<file path="src/rtl/fetch_pkg.sv">
// Shared types and sizing for the fetch stage.
// FETCH_PREFETCH_EN selects a two-entry buffer; otherwise a single entry is used.
package fetch_pkg;

  localparam int unsigned FETCH_ADDR_W  = 8;
  localparam int unsigned FETCH_INSTR_W = 9;

`ifdef FETCH_PREFETCH_EN
  localparam int unsigned FETCH_DEPTH = 2;
`else
  localparam int unsigned FETCH_DEPTH = 1;
`endif

  localparam int unsigned FETCH_CNT_W = $clog2(FETCH_DEPTH + 1);

  typedef logic [1:0] fetch_state_t;

  localparam fetch_state_t StIdle  = 2'd0;
  localparam fetch_state_t StFetch = 2'd1;
  localparam fetch_state_t StStall = 2'd2;
  localparam fetch_state_t StFlush = 2'd3;

  typedef struct packed {
    logic [FETCH_INSTR_W-1:0] instr;
    logic [FETCH_ADDR_W-1:0]  pc;
  } fetch_entry_t;

endpackage

</file>
<file path="src/rtl/fetch_buffer.sv">
// Small FIFO of fetched {instr, pc} entries with flush.
// Push and pop may coincide at any occupancy, including full.
module fetch_buffer
  import fetch_pkg::*;
#(
  parameter int unsigned DEPTH = 2,
  parameter int unsigned CNT_W = $clog2(DEPTH + 1)
) (
  input  logic             clk,
  input  logic             reset,
  input  logic             push,
  input  fetch_entry_t     push_data,
  input  logic             pop,
  input  logic             flush,
  output fetch_entry_t     head,
  output logic             full,
  output logic             empty,
  output logic [CNT_W-1:0] count
);

  localparam int unsigned PTR_W = (DEPTH > 1) ? $clog2(DEPTH) : 1;

  fetch_entry_t     mem_q [DEPTH];
  logic [PTR_W-1:0] wr_ptr_q, rd_ptr_q;
  logic [CNT_W-1:0] count_q, count_d;
  logic             do_push, do_pop;

  function automatic logic [PTR_W-1:0] ptr_inc(input logic [PTR_W-1:0] p);
    return (p == PTR_W'(DEPTH - 1)) ? '0 : p + PTR_W'(1);
  endfunction

  assign full    = (count_q == CNT_W'(DEPTH));
  assign empty   = (count_q == '0);
  assign count   = count_q;
  assign head    = mem_q[rd_ptr_q];
  assign do_pop  = pop && !empty && !flush;
  assign do_push = push && !flush && (!full || do_pop);

  always_comb begin
    count_d = count_q;
    if (do_push && !do_pop) begin
      count_d = count_q + CNT_W'(1);
    end else if (do_pop && !do_push) begin
      count_d = count_q - CNT_W'(1);
    end
  end

  always_ff @(posedge clk) begin
    if (reset || flush) begin
      wr_ptr_q <= '0;
      rd_ptr_q <= '0;
      count_q  <= '0;
    end else begin
      count_q <= count_d;
      if (do_push) wr_ptr_q <= ptr_inc(wr_ptr_q);
      if (do_pop)  rd_ptr_q <= ptr_inc(rd_ptr_q);
    end
  end

  always_ff @(posedge clk) begin
    if (do_push && !reset) mem_q[wr_ptr_q] <= push_data;
  end

endmodule

</file>
<file path="src/rtl/instruction_fetch.sv">
// Fetch stage: issues imem reads at pc, buffers returns, drives PC step/redirect.
// Buffer depth comes from fetch_pkg (FETCH_PREFETCH_EN selects two entries).
module instruction_fetch
  import fetch_pkg::*;
#(
  parameter int unsigned ADDR_W  = FETCH_ADDR_W,
  parameter int unsigned INSTR_W = FETCH_INSTR_W
) (
  input  logic               clk,
  input  logic               reset,
  input  logic [ADDR_W-1:0]  pc,
  output logic               pc_advance,
  output logic [ADDR_W-1:0]  pc_control,
  output logic [ADDR_W-1:0]  jump_offset,
  output logic               imem_en,
  output logic [ADDR_W-1:0]  imem_addr,
  input  logic [INSTR_W-1:0] imem_rdata,
  input  logic               br_taken,
  input  logic [ADDR_W-1:0]  br_offset,
  output logic [INSTR_W-1:0] instr,
  output logic [ADDR_W-1:0]  instr_pc,
  output logic               instr_valid,
  input  logic               instr_ready
);

  fetch_state_t state_q, state_d;
  logic                   inflight_q;
  logic [ADDR_W-1:0]      req_pc_q;
  logic [ADDR_W-1:0]      offset_q;
  logic                   in_flush, credit, request, pop, push;
  logic [31:0]            demand;
  fetch_entry_t           push_entry, head;
  logic                   buf_full, buf_empty;
  logic [FETCH_CNT_W-1:0] buf_count;

  assign in_flush    = (state_q == StFlush);
  assign instr_valid = !buf_empty && !in_flush;
  assign pop         = instr_valid && instr_ready;

  // Credit counts the word still in flight so the buffer can never overflow.
  always_comb begin
    demand  = 32'(buf_count) + 32'(inflight_q) - 32'(pop);
    credit  = (demand < 32'(FETCH_DEPTH));
    request = ((state_q == StFetch) || (state_q == StStall)) && credit;
  end

  always_comb begin
    state_d = state_q;
    case (state_q)
      StIdle:           state_d = StFetch;
      StFetch, StStall: state_d = br_taken ? StFlush : (credit ? StFetch : StStall);
      StFlush:          state_d = br_taken ? StFlush : StFetch;
      default:          state_d = StIdle;
    endcase
  end

  always_ff @(posedge clk) begin
    if (reset) begin
      state_q    <= StIdle;
      inflight_q <= 1'b0;
      req_pc_q   <= '0;
      offset_q   <= '0;
    end else begin
      state_q    <= state_d;
      inflight_q <= request;
      if (request) req_pc_q <= pc;
      if (br_taken && (state_q != StIdle)) offset_q <= br_offset;
    end
  end

  // A response landing during the flush cycle belongs to the old path.
  assign push             = inflight_q && !in_flush && (!buf_full || pop);
  assign push_entry.instr = imem_rdata;
  assign push_entry.pc    = req_pc_q;

  fetch_buffer #(
    .DEPTH (FETCH_DEPTH),
    .CNT_W (FETCH_CNT_W)
  ) u_fetch_buffer (
    .clk       (clk),
    .reset     (reset),
    .push      (push),
    .push_data (push_entry),
    .pop       (pop),
    .flush     (in_flush),
    .head      (head),
    .full      (buf_full),
    .empty     (buf_empty),
    .count     (buf_count)
  );

  assign pc_advance  = request || in_flush;
  assign pc_control  = in_flush ? {ADDR_W{1'b1}} : '0;
  assign jump_offset = in_flush ? offset_q : '0;
  assign imem_en     = request;
  assign imem_addr   = request ? pc : '0;
  assign instr       = instr_valid ? head.instr : '0;
  assign instr_pc    = instr_valid ? head.pc : '0;

endmodule

</file>
<file path="config.mk">
export PLATFORM = sky130hd
export DESIGN_NAME = instruction_fetch
export DESIGN_NICKNAME = d
export VERILOG_FILES = /design/src/rtl/fetch_pkg.sv /design/src/rtl/fetch_buffer.sv /design/src/rtl/instruction_fetch.sv
export SDC_FILE = /design/constraint.sdc
export NUM_CORES = 1
export LEC_CHECK = 0
export ABC_AREA = 1
export CORE_ASPECT_RATIO = 0.5
export CORE_MARGIN = 4
export CORE_UTILIZATION = 23
export CTS_CLUSTER_DIAMETER = 120
export DETAILED_ROUTE_END_ITERATION = 7
export DONT_BUFFER_PORTS = 1
export HOLD_SLACK_MARGIN = 0.03
export PLACE_DENSITY = 0.44
export SYNTH_ARGS = -nofsm -noshare
export SYNTH_HDL_FRONTEND = slang
export SYNTH_HIERARCHICAL = 1
export SYNTH_SLANG_ARGS = --single-unit
export TNS_END_PERCENT = 100
</file>
<file path="constraint.sdc">
create_clock -name clk -period 3.1 [get_ports clk]
set_input_delay 0.62 -clock clk [delete_from_list [all_inputs] [get_ports clk]]
set_output_delay 0.62 -clock clk [all_outputs]
set_load 0.005 [all_outputs]
</file>
## Word level (Yosys, flattened, before mapping)

Memory sizes are Yosys's and may differ from the RTL's.
Index checks and enable logic that the tools add are counted.

| word-level totals | value |
|---|---|
| bits in writable memories | 17 |
| input bits | 29 |
| logic and storage cells | 54 |
| memories kept | 1 |
| register bits | 20 |

Memories:

| name | words | bits a word | read ports | clocked after memory_dff | write ports | line | RTL |
|---|---|---|---|---|---|---|---|
| u_fetch_buffer.mem_q | 1 | 17 | 1 | 0 | 1 | fetch_buffer.sv:23 | `fetch_entry_t mem_q [DEPTH];` |

| cells by class | value |
|---|---|
| reduce and logical (&&, ||, !) cells | 27 |
| muxes and demuxes | 13 |
| magnitude comparators | 1 |
| equality and inequality tests | 3 |
| $add $sub $neg | 4 |

Operators by type and width:

| kind | number |
|---|---|
| 32-bit by 1-bit less-than comparator with 1-bit output, second input constant | 1 |
| 8-bit 2-to-1 mux | 4 |
| 1-bit logical AND | 13 |
| 9-bit 2-to-1 mux | 1 |
| 2-bit 2-to-1 mux | 3 |
| 2-bit one-hot mux with 3 select lines | 1 |
| 1-bit zero test | 5 |
| 1-bit logical OR | 5 |
| 2-bit == test, second input constant | 2 |
| 1-bit 2-to-1 mux | 4 |
| 2-bit nonzero test | 2 |
| 2-bit by 1-bit subtractor with 3-bit output | 1 |
| 1-bit by 1-bit adder with 2-bit output | 1 |
| 2-bit by 1-bit == test with 1-bit output, second input constant | 1 |
| 2-bit zero test | 1 |
| 2-bit OR reduction | 1 |
| 1-bit adder, second input constant | 1 |
| 1-bit subtractor, second input constant | 1 |

## Logic depth before layout (Yosys ltp)

Gate-level depths: netlist of the first run.

| depth | value |
|---|---|
| depth in word-level cells | 12 |
| gate-level depth with buffers | 15 |
| mapped depth without buffers | 15 |

## By module

The synthesis of the first run kept the hierarchy.

Modules (own cells, without submodules):

| module | cells an instance | instances | area each (um^2) | seq. area each (um^2) |
|---|---|---|---|---|
| instruction_fetch | 175 | 1 | 1127.3 | 380.4 |
| fetch_buffer | 28 | 1 | 576.8 | 530.5 |

## Worst setup path after synthesis of the first run

OpenSTA, ideal clock, no wires.

| timing path | value |
|---|---|
| kind | flip-flop to output port |
| start | register state_q[0] |
| end | output pc_advance |
| data required time | 2.480 ns |
| arrival time | 2.188 ns |
| buffers on the path | 1 |
| cell stages (with the launch flop) | 15 |
| setup slack | 0.292 ns |
| path through | dfxtp_1 ha_1 nor2_2 nand2_1 inv_1 ha_1 inv_1 ha_1 inv_1 ha_1 inv_1 nor2_4 nand3_4 buf_6 nand2_1 |

| between the ends | value |
|---|---|
| longest elaborated chain between the ends | 8 |
| elaborated cells on any way between the ends | 11 |
| those cells by class | add/sub (1); order compare (1); eq/ne (3); reduce/logical (6) |

Ends and longest elaborated chain:

| item | line | RTL |
|---|---|---|
| from (decl) | instruction_fetch.sv:26 | `fetch_state_t state_q, state_d;` |
| from (signal assigned) | instruction_fetch.sv:59 | `state_q <= StIdle;` |
| from (signal assigned) | instruction_fetch.sv:64 | `state_q <= state_d;` |
| 2-bit == test | instruction_fetch.sv:36 | `assign in_flush = (state_q == StFlush);` |
| via in_flush | instruction_fetch.sv:30 | `logic in_flush, credit, request, pop, push;` |
| 1-bit zero test | instruction_fetch.sv:37 | `assign instr_valid = !buf_empty && !in_flush;` |
| 1-bit logical AND | instruction_fetch.sv:37 |  |
| via instr_valid | instruction_fetch.sv:22 | `output logic instr_valid,` |
| 1-bit logical AND | instruction_fetch.sv:38 | `assign pop = instr_valid && instr_ready;` |
| via pop | instruction_fetch.sv:30 |  |
| 2-bit by 1-bit subtractor with 3-bit output | instruction_fetch.sv:42 | `demand = 32'(buf_count) + 32'(inflight_q) - 32'(pop);` |
| 32-bit by 1-bit less-than comparator with 1-bit output | instruction_fetch.sv:43 | `credit = (demand < 32'(FETCH_DEPTH));` |
| 1-bit logical AND | instruction_fetch.sv:44 | `request = ((state_q == StFetch) \|\| (state_q == StStall)) && credit;` |
| 1-bit logical OR | instruction_fetch.sv:92 | `assign pc_advance = request \|\| in_flush;` |
| to (decl) | instruction_fetch.sv:12 | `output logic pc_advance,` |

The timed path passes the listed nets, and every way through them passes these cells.

## Worst setup path after layout of the first run

| timing path | value |
|---|---|
| start | register state_q[1] |
| end | output imem_addr[7] |

| between the ends | value |
|---|---|
| longest elaborated chain between the ends | 8 |
| elaborated cells on any way between the ends | 11 |
| those cells by class | add/sub (1); order compare (1); eq/ne (3); mux (1); reduce/logical (5) |

Ends and longest elaborated chain:

| item | line | RTL |
|---|---|---|
| 2-bit == test | instruction_fetch.sv:36 |  |
| 1-bit zero test | instruction_fetch.sv:37 |  |
| 1-bit logical AND | instruction_fetch.sv:37 |  |
| via instr_valid | instruction_fetch.sv:22 |  |
| 1-bit logical AND | instruction_fetch.sv:38 |  |
| via pop | instruction_fetch.sv:30 |  |
| 2-bit by 1-bit subtractor with 3-bit output | instruction_fetch.sv:42 |  |
| 32-bit by 1-bit less-than comparator with 1-bit output | instruction_fetch.sv:43 |  |
| 1-bit logical AND | instruction_fetch.sv:44 |  |
| 8-bit 2-to-1 mux | instruction_fetch.sv:96 | `assign imem_addr = request ? pc : '0;` |
| to (decl) | instruction_fetch.sv:16 | `output logic [ADDR_W-1:0] imem_addr,` |

The timed path passes the listed nets, and every way through them passes these cells.

==> impl_metrics.csv, run 1 <==
group,metric,value,unit
final_layout,area_growth,17.0,%
worst_setup_path,startpoint,"state_q[1]$_SDFF_PP0_",
pwr,sw_frac_of_total,0.368,
timing,clock_skew,5.23,ps
placed_design,dp_hpwl,2.82,mm
placed_design,gp_congestion,0.787,
pwr,combPwrFrac,0.422,
clock_tree,cts_hold_buf,0,
worst_setup_path,r2r_cells,15,
placed_design,pre_cts_ws,199,ps
clock_tree,cts_buffer_depth,2,
timing,fin_setup_tns,0,ps
route,wl_per_cell,13.2,um
yosys,synth_compound_area_frac,0.0587,
grt,grt_max_degree,21,
pwr,p_sw,0.000772,W
pwr,power,0.00209,W
placed_design,portBuffers,0,
yosys,ys_types,19,
yosys,avgSynthCellArea,8.39,um^2
grt,gr-total-overflow,0,
yosys,ys_ff_latch,37,
final_layout,antenna_cells,0,
die,rows,21,
timing,final-setup-viol-count,0,
run_status,status,"complete, no violations",
run,timing.max_cap.violations,0,
pwr,ir_drop,0.000309,V
timing,fin_crit,2970,ps
worst_setup_path,crit_path_end_kind,"primary output",
clock_tree,clkLatencyLatePin,280,ps
worst_setup_path,rr_startpoint,"state_q[1]$_SDFF_PP0_",
worst_setup_path,crit_end,"imem_addr[7]",
worst_setup_path,r2r_end,"req_pc_q[4]$_SDFFE_PP0P_",
route,firstDrtPassIters,4,
grt,grt_pass1_wl,5.93,mm
timing,worst_pin_slew,427,ps
yosys,synth_cells,203,
route,drc,0,
yosys,synth_area_leaders,"edfxtp_1 (30%), dfxtp_1 (23%), inv_1 (11%), nor2_1 (7.9%), nand2_1 (5.5%)",
timing,final.setup.worst_slack,131,ps
yosys,netlist_area,1700,um^2
yosys,ys_warn_count,6,
final_layout,nets,240,
worst_setup_path,crit_required,2480,ps
worst_setup_path,reg2reg_slack,780,ps
yosys,yosys-mux-area-fraction,0,
die,fp.dieH,68.9,um
worst_setup_path,crit_type,"reg2out",
grt,grt_pass1_vias,1216,
clock_tree,htree_levels,2,
pwr,p_seq_frac,0.349,
route,antenna_left,0,
route,vias_per_cell,4.05,
clock_tree,numCtsBuffers,5,
yosys,synth_edf_count,17,
grt,antenna_found_initial,0,
die,core,6940,um^2
timing,fin_crit_sh,0.958,
die,num_io_pins,73,
route,num_vias,1211,
yosys,ys_seq_area_frac,0.535,
yosys,synth_common_cells,"inv_1 (48), nor2_1 (36), nand2_1 (25)",
worst_setup_path,cp.arrival,2350,ps
yosys,synth_top_area_frac,0.300,
yosys,yosysMostFrequentCell,"inv_1",
clock_tree,clkTransAtPathRegs,60,ps
yosys,async_flop_share,0,
route,drtIter0Drc,44,
clock_tree,clock_sinks,37,
timing,slew-limit-headroom,0.715,
route,wirelength,3.94,mm
clock_tree,cts_tree,"built",
die,initial_utilization,0.246,
yosys,yosys.area_share.adder,0.0367,
die,die_w,130,um
final_layout,final_util,0.287,
worst_setup_path,crit_fanout,4,
worst_hold_path,hold_class,"in2reg",
yosys,synth_xor_xnor_area_share,0,
die,dieArea,8930,um^2
grt,grtUsageTotal,0.0893,
final_layout,layout-drive-gt1-share,0.169,
worst_setup_path,worstSetupStartpointType,"flip-flop",
timing,maxSlewViolCount,0,
pwr,p_int,0.00132,W
pwr,p_leak,0.952,nW
pwr,power.density,1050,nW/um^2
yosys,yosysTopAreaCell,"edfxtp_1",
yosys,synth-simple-area-share,0.200,
timing,fmax,0.337,GHz
pwr,clockPowerShare,0.229,
timing,hold_viol,0,
yosys,synth_top_family_by_area,"simple AND/OR/NAND/NOR gates",
yosys,synthesis.nets,237,
yosys,synthFlopType,"dfxtp_1",
clock_tree,clockRootBuffer,"clkbuf_16",
worst max-delay path: stages (launching register included):
cell and delay (ps):
dfxtp_2 330, ha_4 160, nor2_4 140, nand2_2 90
inv_2 90, ha_4 200, inv_2 40, ha_2 160
inv_2 40, ha_4 250, inv_2 30, nor2_4 160
buf_6 120, nand4_1 130, inv_1 110
registers in the layout, summed over array words and instances, names as in the netlist:
signal,flops
offset_q,8
req_pc_q,8
inflight_q,1
u_fetch_buffer/mem_q,17
state_q,2
u_fetch_buffer/count,1
power by group through the flow:
stage	sequential (W)	clock (W)	combinational, W
2_1_floorplan	0.000717	0	0.000593
6_report	0.000731	0.000479	0.000884
4_1_cts	0.000723	0.000505	0.000774
3_5_place_dp	0.000733	0	0.000693
5_1_grt	0.000750	0.000529	0.00101
3_3_place_gp	0.000731	0	0.000673
routing by layer:
| metal | GRT usage | part of all wire | wire (um) |
|---|---|---|---|
| met5 | 0 | 0 | 0 |
| met4 | 0.0272 | 0.011 | 44 |
| met3 | 0.0400 | 0.067 | 264 |
| met2 | 0.160 | 0.50 | 1950 |
| met1 | 0.0970 | 0.43 | 1680 |
worst min-delay path by stage:
stage          slack, ps                     start  cells after the start                              endpoint
2_1_floorplan        410  req_pc_q[0]$_SDFFE_PP0P_                      0  u_fetch_buffer/mem_q[0][0]$_DFFE_PP_
5_1_grt              390                     reset                      1              req_pc_q[1]$_SDFFE_PP0P_
3_3_place_gp         410  req_pc_q[4]$_SDFFE_PP0P_                      0  u_fetch_buffer/mem_q[0][4]$_DFFE_PP_
3_5_place_dp         410  req_pc_q[3]$_SDFFE_PP0P_                      0  u_fetch_buffer/mem_q[0][3]$_DFFE_PP_
6_report             400                     reset                      1              req_pc_q[0]$_SDFFE_PP0P_
4_1_cts              400                     reset                      1              req_pc_q[0]$_SDFFE_PP0P_
cells in the final DEF (no fill, tap or decap):
| cell type | Yosys | final |
|---|---|---|
| nor2_4 | 1 | 2 |
| dfxtp_2 | 0 | 3 |
| dfxtp_1 | 20 | 17 |
| clkbuf_16 | 0 | 5 |
| buf_4 | 10 | 7 |
| nor2_2 | 2 | 1 |
| nand4_1 | 8 | 8 |
| nand2_2 | 1 | 2 |
| inv_2 | 2 | 6 |
| ha_2 | 0 | 1 |
| nand3_4 | 1 | 1 |
| inv_1 | 48 | 44 |
| a21oi_1 | 12 | 12 |
| nand3_1 | 2 | 2 |
| nor3_1 | 1 | 1 |
| nand2_1 | 25 | 24 |
| clkbuf_1 | 0 | 2 |
| ha_1 | 5 | 1 |
| o21ai_0 | 8 | 8 |
| buf_6 | 1 | 3 |
| edfxtp_1 | 17 | 17 |
| nor2_1 | 36 | 36 |
| ha_4 | 0 | 3 |
| clkinv_2 | 0 | 1 |
through the flow:
step | hold WS, ps | cells | area, um^2
final | 405 | 299 | 1990
after global routing | 391 | 299 | 1990
after CTS | 395 | 295 | 1910
after detailed placement | 414 | 284 | 1740
after global placement | 412 | 284 | 1740
after floorplan | 409 | 203 | 1700
kinds of logic after synthesis:
group / count (synthesis)
buffers and inverters: 64
and+or+nand+nor: 77
AOI/OAI and AO/OA: 20
DFF: 37
adders and majority gates: 5
repair_timing:
item	in CTS	in global routing
endpoints found under the setup margin	10	10
resized for setup	1	16
pin swaps	2	7
hold endpoints to repair	0	0
gates cloned	0	0
setup buffers	3	4
final cells by class:
type,count,area (um^2)
Sequential cell,37,915
Fill cell,743,4940
Clock buffer,7,133
Multi-Input combinational cell,102,552
Timing Repair Buffer,10,86.3
Tap cell,92,115
Clock inverter,1,5.00
Inverter,50,188
Note: power is estimated with default switching activity, not from simulation.
==> run 2, diff against run 1 <==
Settings changed: SYNTH_HIERARCHICAL 1 to not set.
==> run 2 against run 1 <==
Compared with the run above: global-route usage decreased by 0.64 points; count of clock-buffer cells in the layout fell by 2; sequential share of layout area grew 0.69 points; register-to-register slack gained 60 ps; design area decreased by 1.9%; core utilization shrank 2.0 points.
==> impl_metrics.csv, run 2 <==
group,metric,value,unit
yosys,synthFlopType,"dfxtp_1",
route,num_vias,1149,
worst_hold_path,hold_class,"in2reg",
worst_setup_path,cp.arrival,2270,ps
placed_design,dp_hpwl,2.70,mm
timing,fmax,0.346,GHz
route,routed.top_layer,"met4",
placed_design,portBuffers,0,
placed_design,gp_congestion,0.808,
die,die_w,131,um
timing,fin_setup_tns,0,ps
pwr,combPwrFrac,0.102,
timing,clock_skew,9.50,ps
final_layout,nets,231,
run_status,status,"complete, no violations",
die,fp.dieH,69.4,um
yosys,netlist_area,1730,um^2
route,wl_met2,1.80,mm
final_layout,max_flop_register,"u_fetch_buffer.mem_q",
worst_setup_path,rr_startpoint,"state_q[0]$_SDFF_PP0_",
timing,hold_viol,0,
die,rows,22,
route,wl_met1,1.59,mm
yosys,yosysTopAreaCell,"edfxtp_1",
worst_setup_path,reg2reg_slack,840,ps
clock_tree,cts_buffer_depth,2,
die,dieArea,9080,um^2
clock_tree,cts_tree,"built",
route,wl_met3,189,um
worst_setup_path,startpoint,"state_q[0]$_SDFF_PP0_",
yosys,synth_top_area_frac,0.294,
worst_hold_path,min_from,"reset",
yosys,ys_ff_latch,37,
route,wirelength,3.63,mm
pwr,p_leak,0.940,nW
route,drtIter0Drc,35,
grt,antenna_found_initial,0,
yosys,avgSynthCellArea,8.80,um^2
final_layout,mostFrequentLayoutCells,"inv_1 (45), nor2_1 (34), dfxtp_1 (20)",
pwr,power.density,589,nW/um^2
placed_design,place_area,1780,um^2
clock_tree,clkLatencyLatePin,280,ps
yosys,synth_edf_count,17,
grt,grt_pass1_wl,5.83,mm
clock_tree,numCtsBuffers,5,
worst_setup_path,crit_required,2480,ps
worst_setup_path,r2r_cells,13,
worst_setup_path,r2r_end,"req_pc_q[3]$_SDFFE_PP0P_",
route,drc,0,
pwr,p_int,0.000872,W
route,wl_per_cell,12.3,um
final_layout,layout-drive-gt1-share,0.192,
yosys,synthesis.nets,231,
timing,maxSlewViolCount,0,
die,core,7320,um^2
die,initial_utilization,0.237,
worst_setup_path,crit_type,"reg2out",
worst_setup_path,crit_path_end_kind,"primary output",
pwr,p_sw,0.000280,W
worst_setup_path,crit_end,"imem_addr[7]",
clock_tree,clockRootBuffer,"clkbuf_16",
yosys,ys_seq_area_frac,0.525,
yosys,ys_types,23,
grt,gr-total-overflow,0,
pwr,sw_frac_of_total,0.243,
final_layout,largest_reg_flops,17,
clock_tree,clock_sinks,37,
yosys,synth_common_cells,"inv_1 (45), nor2_1 (34), dfxtp_1 (20)",
timing,fin_crit,2890,ps
route,antenna_left,0,
pwr,ir_drop,0.000164,V
yosys,ys_warn_count,0,
pwr,p_seq_frac,0.476,
final_layout,top_regs,"u_fetch_buffer.mem_q (17), offset_q (8), req_pc_q (8)",
clock_tree,htree_levels,2,
final_layout,layout_commonest_cell,"inv_1",
yosys,synth_area_leaders,"edfxtp_1 (29%), dfxtp_1 (23%), inv_1 (9.7%), nor2_1 (7.4%), buf_4 (4.8%)",
grt,grt_pass1_vias,1171,
final_layout,finalInstanceArea,1960,um^2
yosys,yosysMostFrequentCell,"inv_1",
clock_tree,clkTransAtPathRegs,60,ps
route,vias_per_cell,3.91,
yosys,async_flop_share,0,
timing,fin_crit_sh,0.933,
grt,grt_max_degree,19,
route,firstDrtPassIters,4,
final_layout,antenna_cells,0,
die,num_io_pins,73,
timing,final-setup-viol-count,0,
grt,grtUsageTotal,0.0829,
final_layout,area_growth,12.8,%
timing,rsz0062_at_grt,"no",
worst_setup_path,worstSetupStartpointType,"flip-flop",
worst_setup_path,crit_fanout,10,
yosys,synth_cells,197,
pwr,clockPowerShare,0.422,
run,timing.max_cap.violations,0,
==> run 2: layout make-up <==
class	count	area [um^2]
Clock buffer	5	125
Clock inverter	3	17.5
Fill cell	821	5370
Inverter	46	173
Multi-Input combinational cell	99	549
Sequential cell	37	911
Tap cell	96	120
Timing Repair Buffer	8	60.1
==> run 2: critical path, stage by stage, from the launching register on <==
cell and delay, ps:
dfxtp_1 310, ha_1 200, inv_1 120, nand2_2 60, inv_1 70, nand2_1 50
ha_1 260, inv_1 30, ha_1 300, nor2_4 260, nand4_1 210, inv_1 120
==> run 2: timing repair <==
item / CTS / global route
hold buffers: 0 / 0
endpoints found under the setup margin: 0 / 3
resized for setup: 0 / 1
buffers inserted: 0 / 4
==> run 2: cells by family after synthesis <==
| logic type | after synthesis | synth area share |
|---|---|---|
| AND/OR/NAND/NOR | 73 | 0.201 |
| adder cells (fa/ha/maj) | 5 | 0.0361 |
| buffers and inverters | 61 | 0.162 |
| AO/OA/AOI/OAI | 20 | 0.0729 |
| flip-flops | 37 | 0.525 |
| other | 1 | 0.00216 |
==> run 2: metal layers <==
layer,vias to the layer above,track usage
li1,593,-
met1,525,0.0945
met3,5,0.0362
met4,0,0.0274
met5,-,0
met2,26,0.139
==> run 2: through the flow <==
stage	hold slack (ps)	total power (W)	std cells	util	worst slack [ps]
floorplan	409	0.000661	197	-	136
global placement	415	0.000669	282	0.243	432
detailed placement	414	0.000672	282	0.243	387
CTS	382	0.00117	290	0.263	77.5
global route	378	0.00121	294	0.267	15.5
finish	398	0.00115	294	0.267	208
==> run 2: worst min path at each step <==
| stage | end | slack (ps) | cells after the start |
|---|---|---|---|
| 6_report | req_pc_q[5]$_SDFFE_PP0P_ | 400 | 1 |
| 3_5_place_dp | u_fetch_buffer.mem_q[0][0]$_DFFE_PP_ | 410 | 0 |
| 4_1_cts | req_pc_q[5]$_SDFFE_PP0P_ | 380 | 1 |
| 3_3_place_gp | u_fetch_buffer.mem_q[0][0]$_DFFE_PP_ | 410 | 0 |
| 5_1_grt | req_pc_q[7]$_SDFFE_PP0P_ | 380 | 1 |
| 2_1_floorplan | u_fetch_buffer.mem_q[0][0]$_DFFE_PP_ | 410 | 0 |
==> run 2: power groups by stage <==
stage               logic (W)  registers (W)  clock network [W]
CTS                  0.000114       0.000548           0.000505
finish               0.000117       0.000548           0.000486
global route         0.000135       0.000551           0.000527
detailed placement   0.000113       0.000558                  0
global placement     0.000111       0.000558                  0
floorplan            0.000105       0.000556                  0
==> run 3, diff against run 2 <==
Settings changed: ABC_AREA 1 to 0.
Clock period 3.1 ns to 3.4 ns, I/O delays scaled along.
==> run 3 against run 2 <==
Compared with the run above: area after synthesis decreased by 7.3%; worst setup slack better by 330 ps; cell count is 17% lower; non-clock buffer count is 3 lower; register-to-register slack improved by 380 ps; critical path type unchanged; largest cell class unchanged; hold slack improved by 31 ps; first-iteration DRC count decreased by 83%.
==> impl_metrics.csv, run 3 <==
group,metric,value,unit
timing,maxSlewViolCount,0,
pwr,p_int,0.000785,W
worst_setup_path,crit_path_top_delay_cell,"dfxtp_1",
yosys,synth_edf_count,17,
pwr,combPwrFrac,0.074,
run,timing.max_cap.violations,0,
timing,slew-limit-headroom,0.617,
clock_tree,cts_tree,"built",
yosys,synth_area_leaders,"edfxtp_1 (32%), dfxtp_1 (25%), and2_1 (9.7%), mux2i_1 (5.0%), nand2_1 (4.0%)",
timing,rsz0062_at_grt,"no",
grt,grt_pass1_wl,4.95,mm
worst_setup_path,crit_type,"reg2out",
run_status,status,"complete, no violations",
clock_tree,numCtsBuffers,5,
clock_tree,clock_sinks,37,
route,drtIter0Drc,6,
grt,grtUsageTotal,0.0783,
placed_design,dp_hpwl,2.36,mm
die,core,6730,um^2
clock_tree,cts_setup_buffers,0,
timing,fin_setup_tns,0,ps
yosys,async_flop_share,0,
yosys,synthesis.nets,186,
final_layout,nets,184,
clock_tree,htree_levels,2,
worst_setup_path,crit_required,2720,ps
die,die_w,126,um
placed_design,portBuffers,0,
final_layout,layout-drive-gt1-share,0.0993,
timing,fin_crit_sh,0.841,
worst_hold_path,hold_depth,0,
yosys,synth_top_area_frac,0.318,
grt,grt_pass1_vias,972,
final_layout,largest_reg_flops,17,
worst_setup_path,worstSetupStartpointType,"flip-flop",
clock_tree,post_cts_resized,0,
route,num_vias,946,
yosys,yosysTopAreaCell,"edfxtp_1",
timing,fmax,0.350,GHz
yosys,synthFlopType,"dfxtp_1",
pwr,power.density,550,nW/um^2
yosys,synth_common_cells,"and2_1 (25), dfxtp_1 (20), edfxtp_1 (17), nand2_1 (17), inv_1 (13)",
worst_setup_path,cp.arrival,2180,ps
worst_setup_path,cp_top_family,"adder cells",
worst_setup_path,crit_fanout,10,
placed_design,gp_congestion,0.709,
timing,hold_viol,0,
pwr,p_leak,0.728,nW
worst_setup_path,cp.depth,11,
worst_setup_path,path_buf_inv,3,
worst_hold_path,hold_class,"reg2reg",
final_layout,max_flop_register,"u_fetch_buffer.mem_q",
die,num_io_pins,73,
worst_setup_path,critical_path.cell_chain,"ha_1 > nor2b_4 > nand2_1 > ha_1 > inv_1 > ha_1 > inv_1 > ha_1 > nand4bb_1 > buf_4 > nand2b_1",
yosys,yosysMostFrequentCell,"and2_1",
final_layout,area_growth,13.1,%
die,initial_utilization,0.239,
pwr,sw_frac_of_total,0.214,
grt,gr-total-overflow,0,
yosys,netlist_area,1610,um^2
worst_setup_path,crit_path_end_kind,"primary output",
clock_tree,clockRootBuffer,"clkbuf_16",
final_layout,mostFrequentLayoutCells,"and2_1 (25), dfxtp_1 (20), nand2_1 (17), edfxtp_1 (17), inv_1 (13)",
clock_tree,clkTransAtPathRegs,50,ps
clock_tree,clkLatencyLatePin,270,ps
clock_tree,cts_buffer_depth,2,
placed_design,pre_cts_ws,803,ps
timing,whs,429,ps
pwr,p_sw,0.000214,W
worst_setup_path,r2r_cells,7,
die,rows,21,
route,firstDrtPassIters,4,
yosys,ys_seq_area_frac,0.567,
clock_tree,cts_hold_buf,0,
grt,antenna_found_initial,0,
final_layout,layout_commonest_cell,"and2_1",
worst_setup_path,crit_top_cell,"ha_1",
yosys,ys_warn_count,0,
pwr,ir_drop,0.000181,V
route,wl_per_cell,12.9,um
yosys,ys_ff_latch,37,
pwr,clockPowerShare,0.433,
timing,clock_skew,2.07,ps
yosys,avgSynthCellArea,10.6,um^2
route,drc,0,
final_layout,antenna_cells,0,
yosys,ys_types,24,
route,vias_per_cell,3.89,
pwr,p_seq_frac,0.493,
grt,grt_max_degree,22,
route,wirelength,3.14,mm
die,dieArea,8470,um^2
die,fp.dieH,67.1,um
timing,final.setup.worst_slack,542,ps
timing,final-setup-viol-count,0,
route,antenna_left,0,
timing,worst_pin_slew,572,ps
timing,fin_crit,2860,ps
yosys,synth_cells,152,
worst_setup_path,critPathMaxStageDelay,310,ps
final_layout,fill_cells,742,
final_layout,top_regs,"u_fetch_buffer.mem_q (17), offset_q (8), req_pc_q (8)",
==> run 3: worst paths after layout <==
kind	slack [ps]	end	start
max	540	pc_advance	state_q[0]$_SDFF_PP0_
min	430	u_fetch_buffer.mem_q[0][6]$_DFFE_PP_	req_pc_q[6]$_SDFFE_PP0P_
max reg2reg	1220	u_fetch_buffer.mem_q[0][16]$_DFFE_PP_	state_q[0]$_SDFF_PP0_
min reg2reg	430	u_fetch_buffer.mem_q[0][6]$_DFFE_PP_	req_pc_q[6]$_SDFFE_PP0P_
==> run 3: kinds of logic after synthesis <==
kind of cell | count (synthesis) | synth area share
compound gates | 13 | 0.0482
buf+inv | 28 | 0.0911
fa+ha+maj | 5 | 0.0389
other cells | 1 | 0.00233
flops | 37 | 0.567
mux | 8 | 0.0498
simple gates | 60 | 0.203
==> run 3: area by class of cell <==
| cell class | count | area [um^2] | share of cell area |
|---|---|---|---|
| flip-flops and latches | 37 | 911 | 0.501 |
| inverters | 14 | 52.6 | 0.0289 |
| well taps | 92 | 115 | 0.0633 |
| repair buffers | 5 | 37.5 | 0.0206 |
| clock inverters | 1 | 3.75 | 0.00206 |
| clock buffers | 7 | 133 | 0.0730 |
| multi-input cells | 87 | 566 | 0.311 |
==> run 3: metrics by stage <==
| stage | instances | utilization | power, W | instance area [um^2] |
|---|---|---|---|---|
| CTS | 243 | 0.270 | 0.00102 | 1820 |
| detailed placement | 235 | 0.250 | 0.000578 | 1680 |
| finish | 243 | 0.270 | 0.000999 | 1820 |
| global placement | 235 | 0.250 | 0.000576 | 1680 |
| global route | 243 | 0.270 | 0.00106 | 1820 |
| floorplan | 152 | - | 0.000570 | 1610 |
==> run 3: metal layers <==
layer / routed length (um) / global-route usage / share of wire
met1: 1320 / 0.0869 / 0.42
met2: 1620 / 0.138 / 0.52
met3: 191 / 0.0320 / 0.061
met4: 0 / 0.0281 / 0
met5: 0 / 0 / 0
==> run 3: worst reg2reg max path, cell delays in order (launching register included) <==
cell and delay, ps:
dfxtp_1 310, ha_1 230, nor2b_4 120, nand2_1 60, ha_1 160, nand2b_1 180, nor4b_4 520, buf_4 300
==> run 3: power groups by stage <==
stage | sequential [W] | clock [W] | combinational (W)
2_1_floorplan | 0.000499 | 0 | 0.0000704
3_3_place_gp | 0.000501 | 0 | 0.0000748
3_5_place_dp | 0.000502 | 0 | 0.0000768
4_1_cts | 0.000493 | 0.000453 | 0.0000768
5_1_grt | 0.000495 | 0.000478 | 0.0000847
6_report | 0.000492 | 0.000433 | 0.0000740
